File: src/rtl/rv32e_mem_pkg.sv
// ---------------------------------------------------------------------------
// rv32e_mem_pkg
// Shared definitions for the RV32E memory arbiter slice:
//   state_t   - arbiter FSM state encodings (IDLE -> ISSUE -> RESP)
//   port_id_t - requester identifiers (loader, data port, instruction fetch)
// ---------------------------------------------------------------------------
package rv32e_mem_pkg;

  typedef enum logic [1:0] {
    ST_IDLE  = 2'd0,
    ST_ISSUE = 2'd1,
    ST_RESP  = 2'd2
  } state_t;

  typedef enum logic [1:0] {
    PORT_LD = 2'd0,
    PORT_DP = 2'd1,
    PORT_IF = 2'd2
  } port_id_t;

  localparam int DEF_AW = 10;
  localparam int DEF_DW = 32;

endpackage

File: src/rtl/rv32e_rr_pick2.sv
// ---------------------------------------------------------------------------
// rv32e_rr_pick2
// Two-way round-robin picker. When both requests are pending, the side that
// was NOT granted last wins; a single pending request always wins.
// Ports:
//   req  [1:0] in   request vector (bit 0 = data port, bit 1 = fetch)
//   last       in   1 when index 1 was the most recent grant, 0 for index 0
//   gnt  [1:0] out  one-hot (or zero) grant vector
// ---------------------------------------------------------------------------
module rv32e_rr_pick2
  import rv32e_mem_pkg::*;
(
  input  logic [1:0] req,
  input  logic       last,
  output logic [1:0] gnt
);

  // Grant selection: ties go to the side that was not served most recently.
  always_comb begin
    gnt = 2'b00;
    case (req)
      2'b01: gnt = 2'b01;
      2'b10: gnt = 2'b10;
      2'b11: begin
        if (last) begin
          gnt = 2'b01;
        end else begin
          gnt = 2'b10;
        end
      end
      default: gnt = 2'b00;
    endcase
  end

endmodule

File: src/rtl/rv32e_mem_arbiter.sv
// ---------------------------------------------------------------------------
// rv32e_mem_arbiter
// Shares one single-port synchronous RAM between the program loader (ld),
// the CPU data port (dp) and the CPU instruction fetch port (if). One access
// at a time is sequenced through IDLE -> ISSUE -> RESP. The loader always
// wins arbitration in IDLE; dp and if share the remainder round-robin.
// Ports:
//   clk, reset                 clock, asynchronous active-high reset
//   ld_req/ld_we/ld_addr/ld_wdata -> ld_ack   loader request / completion
//   dp_req/dp_we/dp_addr/dp_wdata -> dp_ack   data-port request / completion
//   if_req/if_addr              -> if_ack     fetch (read-only) request
//   rdata                       read data, meaningful only while an ack is high
//   mem_en/mem_we/mem_addr/mem_wdata  RAM command (word address)
//   mem_rdata                   RAM read data, valid one cycle after mem_en
// ---------------------------------------------------------------------------
module rv32e_mem_arbiter
  import rv32e_mem_pkg::*;
#(
  parameter int AW = DEF_AW,
  parameter int DW = DEF_DW
) (
  input  logic          clk,
  input  logic          reset,
  input  logic          ld_req,
  input  logic          ld_we,
  input  logic [31:0]   ld_addr,
  input  logic [DW-1:0] ld_wdata,
  output logic          ld_ack,
  input  logic          dp_req,
  input  logic          dp_we,
  input  logic [31:0]   dp_addr,
  input  logic [DW-1:0] dp_wdata,
  output logic          dp_ack,
  input  logic          if_req,
  input  logic [31:0]   if_addr,
  output logic          if_ack,
  output logic [DW-1:0] rdata,
  output logic          mem_en,
  output logic          mem_we,
  output logic [AW-1:0] mem_addr,
  output logic [DW-1:0] mem_wdata,
  input  logic [DW-1:0] mem_rdata
);

  state_t        state_r;
  state_t        next_state_s;
  port_id_t      gnt_port_r;
  port_id_t      rr_last_r;
  port_id_t      win_port_s;
  logic          win_we_s;
  logic [AW-1:0] win_addr_s;
  logic [DW-1:0] win_wdata_s;
  logic          any_req_s;
  logic [1:0]    rr_gnt_s;
  logic          lat_we_r;
  logic          mem_en_r;
  logic          mem_we_r;
  logic [AW-1:0] mem_addr_r;
  logic [DW-1:0] mem_wdata_r;
  logic          ld_ack_r;
  logic          dp_ack_r;
  logic          if_ack_r;
  logic          unused_addr_bits_s;

  // Byte-offset and out-of-range address bits are deliberately dropped.
  assign unused_addr_bits_s = ^{ld_addr[31:AW+2], ld_addr[1:0],
                                dp_addr[31:AW+2], dp_addr[1:0],
                                if_addr[31:AW+2], if_addr[1:0]};

  rv32e_rr_pick2 u_rr_pick2 (
    .req  ({if_req, dp_req}),
    .last (rr_last_r == PORT_IF),
    .gnt  (rr_gnt_s)
  );

  // Winner selection: loader first, otherwise the round-robin choice.
  always_comb begin
    any_req_s   = ld_req | dp_req | if_req;
    win_port_s  = PORT_LD;
    win_we_s    = 1'b0;
    win_addr_s  = {AW{1'b0}};
    win_wdata_s = {DW{1'b0}};
    if (ld_req) begin
      win_port_s  = PORT_LD;
      win_we_s    = ld_we;
      win_addr_s  = ld_addr[AW+1:2];
      win_wdata_s = ld_wdata;
    end else if (rr_gnt_s[0]) begin
      win_port_s  = PORT_DP;
      win_we_s    = dp_we;
      win_addr_s  = dp_addr[AW+1:2];
      win_wdata_s = dp_wdata;
    end else if (rr_gnt_s[1]) begin
      win_port_s  = PORT_IF;
      win_we_s    = 1'b0;
      win_addr_s  = if_addr[AW+1:2];
      win_wdata_s = {DW{1'b0}};
    end else begin
      win_port_s  = PORT_LD;
    end
  end

  // Next-state logic for the three-phase access sequence.
  always_comb begin
    next_state_s = state_r;
    case (state_r)
      ST_IDLE: begin
        if (any_req_s) begin
          next_state_s = ST_ISSUE;
        end else begin
          next_state_s = ST_IDLE;
        end
      end
      ST_ISSUE: next_state_s = ST_RESP;
      ST_RESP:  next_state_s = ST_IDLE;
      default:  next_state_s = ST_IDLE;
    endcase
  end

  // FSM state register.
  always_ff @(posedge clk or posedge reset) begin
    if (reset) begin
      state_r <= ST_IDLE;
    end else begin
      state_r <= next_state_s;
    end
  end

  // Grant/latch registers and registered RAM command and ack outputs.
  // The RAM command is loaded on the IDLE->ISSUE edge so it is present for
  // exactly the ISSUE cycle; acks are loaded on ISSUE->RESP for the RESP cycle.
  always_ff @(posedge clk or posedge reset) begin
    if (reset) begin
      gnt_port_r  <= PORT_LD;
      rr_last_r   <= PORT_IF;
      lat_we_r    <= 1'b0;
      mem_en_r    <= 1'b0;
      mem_we_r    <= 1'b0;
      mem_addr_r  <= {AW{1'b0}};
      mem_wdata_r <= {DW{1'b0}};
      ld_ack_r    <= 1'b0;
      dp_ack_r    <= 1'b0;
      if_ack_r    <= 1'b0;
    end else begin
      case (state_r)
        ST_IDLE: begin
          ld_ack_r <= 1'b0;
          dp_ack_r <= 1'b0;
          if_ack_r <= 1'b0;
          if (any_req_s) begin
            gnt_port_r  <= win_port_s;
            lat_we_r    <= win_we_s;
            mem_en_r    <= 1'b1;
            mem_we_r    <= win_we_s;
            mem_addr_r  <= win_addr_s;
            mem_wdata_r <= win_wdata_s;
            // Loader grants do not disturb the dp/if rotation.
            if (win_port_s != PORT_LD) begin
              rr_last_r <= win_port_s;
            end
          end
        end
        ST_ISSUE: begin
          mem_en_r <= 1'b0;
          mem_we_r <= 1'b0;
          ld_ack_r <= (gnt_port_r == PORT_LD);
          dp_ack_r <= (gnt_port_r == PORT_DP);
          if_ack_r <= (gnt_port_r == PORT_IF);
        end
        ST_RESP: begin
          ld_ack_r <= 1'b0;
          dp_ack_r <= 1'b0;
          if_ack_r <= 1'b0;
        end
        default: begin
          mem_en_r <= 1'b0;
          mem_we_r <= 1'b0;
          ld_ack_r <= 1'b0;
          dp_ack_r <= 1'b0;
          if_ack_r <= 1'b0;
        end
      endcase
    end
  end

  // Read data passes straight from the RAM during RESP; writes return zero.
  always_comb begin
    rdata = {DW{1'b0}};
    if ((state_r == ST_RESP) && !lat_we_r) begin
      rdata = mem_rdata;
    end else begin
      rdata = {DW{1'b0}};
    end
  end

  assign mem_en    = mem_en_r;
  assign mem_we    = mem_we_r;
  assign mem_addr  = mem_addr_r;
  assign mem_wdata = mem_wdata_r;
  assign ld_ack    = ld_ack_r;
  assign dp_ack    = dp_ack_r;
  assign if_ack    = if_ack_r;

endmodule

File: config.mk
export PLATFORM = sky130hd
export DESIGN_NAME = rv32e_mem_arbiter
export DESIGN_NICKNAME = d
export VERILOG_FILES = /design/src/rtl/rv32e_mem_pkg.sv /design/src/rtl/rv32e_rr_pick2.sv /design/src/rtl/rv32e_mem_arbiter.sv
export SDC_FILE = /design/constraint.sdc
export NUM_CORES = 1
export LEC_CHECK = 0
export ABC_AREA = 1
export CELL_PAD_IN_SITES_DETAIL_PLACEMENT = 1
export CELL_PAD_IN_SITES_GLOBAL_PLACEMENT = 1
export CORE_MARGIN = 10
export CORE_UTILIZATION = 39
export DETAILED_ROUTE_END_ITERATION = 16
export DONT_BUFFER_PORTS = 1
export PLACE_DENSITY = 0.78
export SLEW_MARGIN = 20
export SYNTH_ARGS = -nofsm -noshare
export SYNTH_HDL_FRONTEND = slang
export SYNTH_SLANG_ARGS = --single-unit
File: constraint.sdc
create_clock -name clk -period 2 [get_ports clk]
set_input_delay 0.2 -clock clk [delete_from_list [all_inputs] [get_ports clk]]
set_output_delay 0.2 -clock clk [all_outputs]
set_load 0.02 [all_outputs]
==> impl_metrics.toml, run 1 <==
[placed_design]
dp_hpwl_um = 8441
placed_cells = 563
gp_congestion = 0.7786
placed_cell_area_um2 = 3294
port_buffers = 0
pre_cts_ws_ns = 0.4924

[sta]
slew_headroom_pct = 62.14
clock.fmax_mhz = 632.0
setup_viol = 0
min_period_ns = 1.582
hold_viol = 0
finalCritPeriodShare_pct = 79.11
worstMarginPinSlew_ns = 0.5680
final_max_slew_viol_count = 0
grt_setup_unrepaired = "no"
skew_ns = 0.01128
setup_ws_ns = 0.4178
fin_tns_setup_ns = 0

[clock_network]
clk_pin_slew_ns = 0.10
numCtsBuffers = 5
root_buffer = "clkbuf_8"
cts_tree = "yes"
clk_latency_ns = 0.30
cts_buffer_depth = 2
cts.sinks = 54
cts_setup_buffers = 0
h-tree-depth = 2

[synth]
synth_cells = 450
synth_edf_count = 0
ys_seq_area_share_pct = 44.27
post-synth-top-count-cell = "nand2_1"
synth_top_area_share_pct = 43.41
ys_async_sr_fraction_pct = 100.0
ys_seq_elements = 54
synth_nets = 649
synthTopCellsByCount = "nand2_1 (204), nand3_1 (70), dfrtp_1 (53)"
ys_warn_count = 0
syn-mean-instance-area_um2 = 6.790
synth_top_area_cell = "dfrtp_1"
synthTopCellsByArea = "dfrtp_1 (43%), nand2_1 (25%), nand3_1 (11%)"
syn-cell-area_um2 = 3055
synthFlopType = "dfrtp_1"
ys_types = 22

[drt]
met2_length_um = 5378
vias = 2909
wl_met1_um = 4184
firstDrtPassIters = 6
ant_nets = 0
drt_iter0_drc = 141
met3_length_um = 1074
routed_wl_um = 10720
drc = 0
highest_layer = "met4"
wl_per_cell_um = 18.74
vias_per_cell = 5.086

[power_and_ir_drop]
power_density_nw_per_um2 = 1503
swShare_pct = 51.49
clockPowerShare_pct = 11.5
intPower_mw = 2.468
pwr-share-comb_pct = 36.9
p_switching_mw = 2.619
ir_worst_vdd_mv = 0.6072
p_total_mw = 5.088
leakagePower_nw = 1.996
pwr-share-seq_pct = 51.6

[grt]
antenna_found_initial = 0
gr-total-overflow = 0
track_usage_pct = 17.35
grt_pass1_vias = 3085
grt_pass1_wl_um = 16440
grt_max_degree = 48

[die]
die_area_um2 = 11770
initial_core_util_pct = 39.75
boundaryPins = 278
placementRows = 32
core_area_um2 = 7687
die_w_um = 108.5
dieHeight_um = 108.5

[worst_setup_path]
critPathMaxFanout = 32
critPathLaunchType = "flip-flop"
cp_num_buf_inv = 2
endpoint_kind = "primary output"
critPathRequiredTime_ns = 1.80
critical_path_class = "flip-flop to primary output"
critPathSlowestCell = "dfrtp_1"
critPathTopFamily = "flip-flops"
critPathMaxStageDelay_ns = 0.41
path_cells = "nor2_1 -> nand2_1 -> buf_4 -> nor2_1 -> buf_4"
arrival_ns = 1.38

[flow_run]
cap_viol_max_count = 0

[layout]
area_delta_synth_final_pct = 10.77
final_nets = 668
diodes = 0
final_cells = 572
final_cell_area_um2 = 3385
nFillCells = 1022
layout-drive-gt1-share_pct = 11.28

[hold_path]
worstHoldPathType = "input port to flip-flop"

[run_status]
status = "completed"
worst paths after layout:
check	startpoint	endpoint	slack, ns	cells after the start
min in group asynchronous	reset	mem_wdata[28]	0.35	2
worst min-delay path	dp_wdata[31]	mem_wdata[31]	0.06	2
max in group asynchronous	reset	rr_last_r[1]	1.01	3
worst max-delay path	state_r[0]	rdata[7]	0.42	5
worst max register to register	state_r[1]	mem_we	0.50	5
worst min register to register	gnt_port_r[1]	dp_ack	0.47	1
cells by family after synthesis:
logic type / Yosys count / synth area share, %
buffers and inverters: 71 / 11.06
AO/OA/AOI/OAI: 5 / 0.8189
AND/OR/NAND/NOR: 320 / 43.86
flip-flops: 54 / 44.27
state kept, by name, summed over array words and instances, names as in the netlist:
signal,cells
rr_last_r,2
if_ack,1
mem_wdata,32
mem_we,1
mem_en,1
lat_we_r,1
mem_addr,10
ld_ack,1
dp_ack,1
gnt_port_r,2
state_r,2
power groups by stage:
stage / Combinational (mW) / Clock, mW / Sequential [mW]
6_report: 1.88 / 0.587 / 2.62
5_1_grt: 2.18 / 0.657 / 2.70
4_1_cts: 1.92 / 0.609 / 2.65
3_5_place_dp: 1.92 / 0 / 2.66
3_3_place_gp: 1.83 / 0 / 2.65
2_1_floorplan: 1.45 / 0 / 2.47
cells in the final DEF (no fill, tap or decap), types with 3 or more instances in the layout:
cell      count
nand2_1     204
nand3_1      70
dfrtp_1      53
inv_1        42
buf_4        37
nor2_1       35
clkbuf_8      5
o21ai_0       4
nor3_1        3
clkbuf_1      3
through the flow:
stage | util (%) | hold slack, ns
2_1_floorplan | - | 0.3509
3_3_place_gp | 42.85 | 0.09644
3_5_place_dp | 42.85 | 0.1050
4_1_cts | 44.03 | 0.05275
5_1_grt | 44.03 | 0.04156
6_report | 44.03 | 0.05651
area by class of cell:
type / instances / area [um2] / share of cell area, %
flip-flops and latches: 54 / 1353 / 39.96
inverters: 45 / 171.4 / 5.065
repair buffers: 38 / 287.8 / 8.503
clock buffers: 8 / 80.08 / 2.366
well taps: 102 / 127.6 / 3.771
multi-input cells: 325 / 1365 / 40.33
routing by layer:
layer	up-vias	global-route usage [%]
li1	1405	-
met1	1363	19.05
met2	135	31.12
met3	6	6.782
met4	0	3.390
met5	-	0
what timing repair did:
item / in CTS / in global routing
hold endpoints to repair: 17 / 0
resized for setup: 0 / 0
endpoints found under the setup margin: 0 / 0
hold buffers: 1 / 0
Power figures use the tool's default switching activity.
==> run 2, diff against run 1 <==
==> constraint.sdc (replaced) <==
create_clock -name clk -period 1.53 [get_ports clk]
set_input_delay 0.153 -clock clk [delete_from_list [all_inputs] [get_ports clk]]
set_output_delay 0.153 -clock clk [all_outputs]
set_load 0.02 [all_outputs]
==> run 2 against run 1 <==
  * The run now ends with negative setup slack left
  * Non-clock buffer count up 3
  * Global-route usage fell by 0.48 points
  * Clock skew fell by 0.0077 ns
  * Clock power rose by 29%
  * Wire length is 2.3% higher
  * Sequential share of layout area decreased by 2.3 points
  * Sequential power rose by 31%
  * Setup slack lost 0.49 ns
  * Combinational power increased by 47%
  * Clock-buffer cell count is 1 lower
  * Register-to-register slack lost 0.32 ns
  * Largest cell class unchanged
==> impl_metrics.toml, run 2 (synthesis results as in run 1) <==
[drt]
ant_nets = 0
wl_per_cell_um = 19.11
firstDrtPassIters = 4
drc = 0
vias = 2946
drt_iter0_drc = 144
vias_per_cell = 5.132
routed_wl_um = 10970

[power_and_ir_drop]
leakagePower_nw = 2.044
power_density_nw_per_um2 = 1941
p_total_mw = 6.962
ir_worst_vdd_mv = 0.7159

[die]
boundaryPins = 278
core_area_um2 = 7687
placementRows = 32
initial_core_util_pct = 39.75
die_area_um2 = 11770
die_w_um = 108.5
dieHeight_um = 108.5

[grt]
grt_max_degree = 48
grt_util_met1_pct = 17.88
track_usage_pct = 16.87
gr-total-overflow = 0
antenna_found_initial = 0
top_usage_layer = "met2"
grt.met2_usage_pct = 30.13
grt_pass1_wl_um = 16080
grt_pass1_vias = 3072
met3_usage_pct = 7.674

[worst_setup_path]
path_cells = "nor2_2 -> nand2_2 -> clkbuf_16 -> nor2_1 -> buf_4"
rr_worst_depth = 7
critPathMaxFanout = 16
critical_path_class = "flip-flop to primary output"
r2r-end = "mem_wdata[16]"
r2r_slack_ns = 0.18
critPathLaunchType = "flip-flop"
critPathRequiredTime_ns = 1.38
r2r-start = "rr_last_r[1]"
critPathTopFamily = "flip-flops"
endpoint_kind = "primary output"
critPathSlowestCell = "dfrtp_1"
critPathMaxStageDelay_ns = 0.41
arrival_ns = 1.45
cp_num_buf_inv = 2

[sta]
fin_tns_setup_ns = -0.1017
skew_ns = 0.003596
setup_viol = 4
slew_headroom_pct = 62.34
final_max_slew_viol_count = 0
finalCritPeriodShare_pct = 104.5
grt_setup_unrepaired = "yes"
worstMarginPinSlew_ns = 0.5650
hold_ws_ns = 0.02399
clock.fmax_mhz = 625.6
hold_viol = 0
setup_ws_ns = -0.06857
min_period_ns = 1.599

[placed_design]
placed_cell_area_um2 = 3319
port_buffers = 0
placed_cells = 563
pre_cts_ws_ns = 0.08751
gp_congestion = 0.7768
dp_hpwl_um = 8412

[layout]
final_cell_area_um2 = 3587
largest_reg_flops = 32
fin_util_pct = 46.66
diodes = 0
most-common-layout-cells = "nand2_1 (203), nand3_1 (69), dfrtp_1 (53)"
final_cells = 574
final_nets = 671
layout-drive-gt1-share_pct = 16.10
area_delta_synth_final_pct = 17.40
layout_commonest_cell = "nand2_1"

[clock_network]
h-tree-depth = 2
cts_tree = "yes"
clk_latency_ns = 0.30
cts_buffer_depth = 2
clk_pin_slew_ns = 0.09
root_buffer = "clkbuf_8"
numCtsBuffers = 5
cts.sinks = 54

[flow_run]
cap_viol_max_count = 0

[hold_path]
hold_start = "dp_wdata[31]"
worstHoldPathType = "input port to flip-flop"
min_path_cells = 2
hold_path_end = "mem_wdata[31]"

[run_status]
status = "complete, but fails checks"
violations = "negative setup slack"
-- run 2: final cells by class --
class	count	area (um2)
clock buffers	7	76.32
well taps	102	127.6
fillers	1001	4100
flip-flops and latches	54	1353
repair buffers	41	431.7
multi-input cells	325	1425
inverters	45	173.9
-- run 2: power breakdown --
group          switching (mW)  internal (mW)  total [mW]
Sequential               1.33           2.12        3.44
Combinational            1.77          0.986        2.76
Clock                   0.442          0.317       0.759
-- run 2: worst max-delay path by stage --
stage                       startpoint          end  slack [ns]  cells past startpoint
after global routing          lat_we_r     rdata[6]       -0.11                      5
final                         lat_we_r    rdata[14]       -0.07                      5
after CTS                   state_r[0]    rdata[19]       0.001                      5
after detailed placement  rr_last_r[1]  mem_addr[1]        0.09                      5
after global placement    rr_last_r[1]  mem_addr[8]        0.14                      5
after floorplan                  reset       dp_ack        0.06                      1
-- run 2: timing repair --
| action | in CTS | in global routing |
|---|---|---|
| hold endpoints to repair | 18 | 1 |
| setup buffers | 0 | 1 |
| endpoints found under the setup margin | 32 | 43 |
| gates resized for setup | 1 | 42 |
| hold buffers | 1 | 1 |
| gates cloned | 0 | 1 |
-- run 2: per-layer routing --
metal	part of all wire, %	vias to the layer above
met5	0	-
met4	0.83	0
met3	12	7
met2	51	137
met1	36	1390
li1	-	1412
==> run 3, diff against run 2 <==
--- a/config.mk
+++ b/config.mk
@@ -13,6 +13,7 @@
 export DETAILED_ROUTE_END_ITERATION = 16
 export DONT_BUFFER_PORTS = 1
 export PLACE_DENSITY = 0.78
+export SETUP_SLACK_MARGIN = 0.2
 export SLEW_MARGIN = 20
 export SYNTH_ARGS = -nofsm -noshare
 export SYNTH_HDL_FRONTEND = slang
==> run 3 against run 2 <==
  * Combinational power grew 14%
  * The run now ends clean
  * Sequential power is essentially flat
  * Sequential share of layout area shrank 1.9 points
  * Maximum frequency grew 4.6%
  * Setup slack gained 0.070 ns
  * Critical path depth is the same
  * Design area grew 5.3%
  * Worst hold slack is essentially flat
  * Critical endpoint unchanged
  * Clock skew grew 0.0068 ns
==> impl_metrics.toml, run 3 (synthesis results as in run 1) <==
[die]
die_area_um2 = 11770
die_w_um = 108.5
initial_core_util_pct = 39.75
core_area_um2 = 7687
boundaryPins = 278
dieHeight_um = 108.5
placementRows = 32

[sta]
final_max_slew_viol_count = 0
clock.fmax_mhz = 654.3
hold_ws_ns = 0.02376
hold_viol = 0
min_period_ns = 1.528
finalCritPeriodShare_pct = 99.89
fin_tns_setup_ns = 0
slew_headroom_pct = 58.67
setup_viol = 0
skew_ns = 0.01043
worstMarginPinSlew_ns = 0.6199
grt_setup_unrepaired = "yes"

[power_and_ir_drop]
power_density_nw_per_um2 = 1967
ir_worst_vdd_mv = 0.6714
leakagePower_nw = 2.129

[worst_setup_path]
critical_path_class = "flip-flop to primary output"
arrival_ns = 1.38
critPathMaxFanout = 32
endpoint_kind = "primary output"
critPathRequiredTime_ns = 1.38
critPathLaunchType = "flip-flop"

[clock_network]
h-tree-depth = 2
clk_pin_slew_ns = 0.10
cts.sinks = 54
numCtsBuffers = 5
clk_latency_ns = 0.31
cts_tree = "yes"
root_buffer = "clkbuf_8"
cts_buffer_depth = 2

[grt]
track_usage_pct = 17.94
antenna_found_initial = 0
grt_pass1_vias = 3107
grt_pass1_wl_um = 16790
grt_max_degree = 48
gr-total-overflow = 0

[layout]
fin_util_pct = 49.14
final_cell_area_um2 = 3777
largest_reg_flops = 32
layout_commonest_cell = "nand2_1"
diodes = 0
area_delta_synth_final_pct = 23.63
final_cells = 583
final_nets = 679
nFillCells = 981
most-common-layout-cells = "nand2_1 (198), nand3_1 (59), dfrtp_1 (53)"
seq_area_um2 = 1353
multi_input_area_um2 = 1485
layout-drive-gt1-share_pct = 19.33

[drt]
wl_per_cell_um = 20.68
vias_per_cell = 5.156
firstDrtPassIters = 4
drc = 0
drt_iter0_drc = 137
ant_nets = 0
vias = 3006
routed_wl_um = 12050

[hold_path]
worstHoldPathType = "input port to flip-flop"

[run_status]
status = "completed"

[placed_design]
placed_cell_area_um2 = 3351
dp_hpwl_um = 8748
placed_cells = 565
port_buffers = 0
gp_congestion = 0.7797

[flow_run]
cap_viol_max_count = 0
[run 3: final timing paths]
kind | startpoint | endpoint | slack (ns) | cells after the start
max | lat_we_r | rdata[14] | 0.002 | 5
min | if_addr[7] | mem_addr[5] | 0.02 | 2
max reg2reg | state_r[0] | mem_we | 0.14 | 6
min reg2reg | gnt_port_r[0] | if_ack | 0.48 | 1
max in group asynchronous | reset | mem_wdata[13] | 0.65 | 3
min in group asynchronous | reset | mem_wdata[23] | 0.37 | 2
[run 3: power breakdown]
part	switching [mW]	total [mW]	internal [mW]	leakage, nW
Clock	0.466	0.831	0.365	0.0472
Sequential	1.34	3.46	2.12	0.690
Combinational	1.95	3.14	1.19	1.39
[run 3: through the flow]
step | worst slack, ns | power, mW
6_report | 0.001688 | 7.431
5_1_grt | -0.06363 | 7.955
4_1_cts | 0.005743 | 7.148
3_5_place_dp | 0.08888 | 6.150
3_3_place_gp | 0.1484 | 5.988
2_1_floorplan | 0.3165 | 5.128
[run 3: worst max-delay path, cell delays in order (launching register included)]
cell and delay [ns]:
dfrtp_1 0.41, nor2_2 0.12, nand2_2 0.08, buf_12 0.18, nor2_1 0.13, buf_4 0.16
[run 3: repair_timing]
item / CTS / global route
resized for setup: 9 / 37
gates cloned: 1 / 5
pin swaps: 0 / 8
endpoints found under the hold margin: 19 / 0
setup endpoints to repair: 51 / 80
hold buffers: 2 / 0
buffers inserted: 1 / 1
[run 3: routing by layer]
layer / up-vias / track usage [%] / part of all wire, %
met2: 146 / 33.28 / 53
li1: 1427 / - / -
met1: 1427 / 18.38 / 36
met5: - / 0 / 0
met4: 0 / 3.766 / 1.1
met3: 6 / 7.555 / 11
[run 3: area by class of cell]
cell class	instances	area share, %
inverters	45	4.770
multi-input cells	325	39.32
well taps	102	3.379
clock buffers	6	2.186
repair buffers	49	14.21
flip-flops and latches	54	35.81
clock inverters	2	0.3312
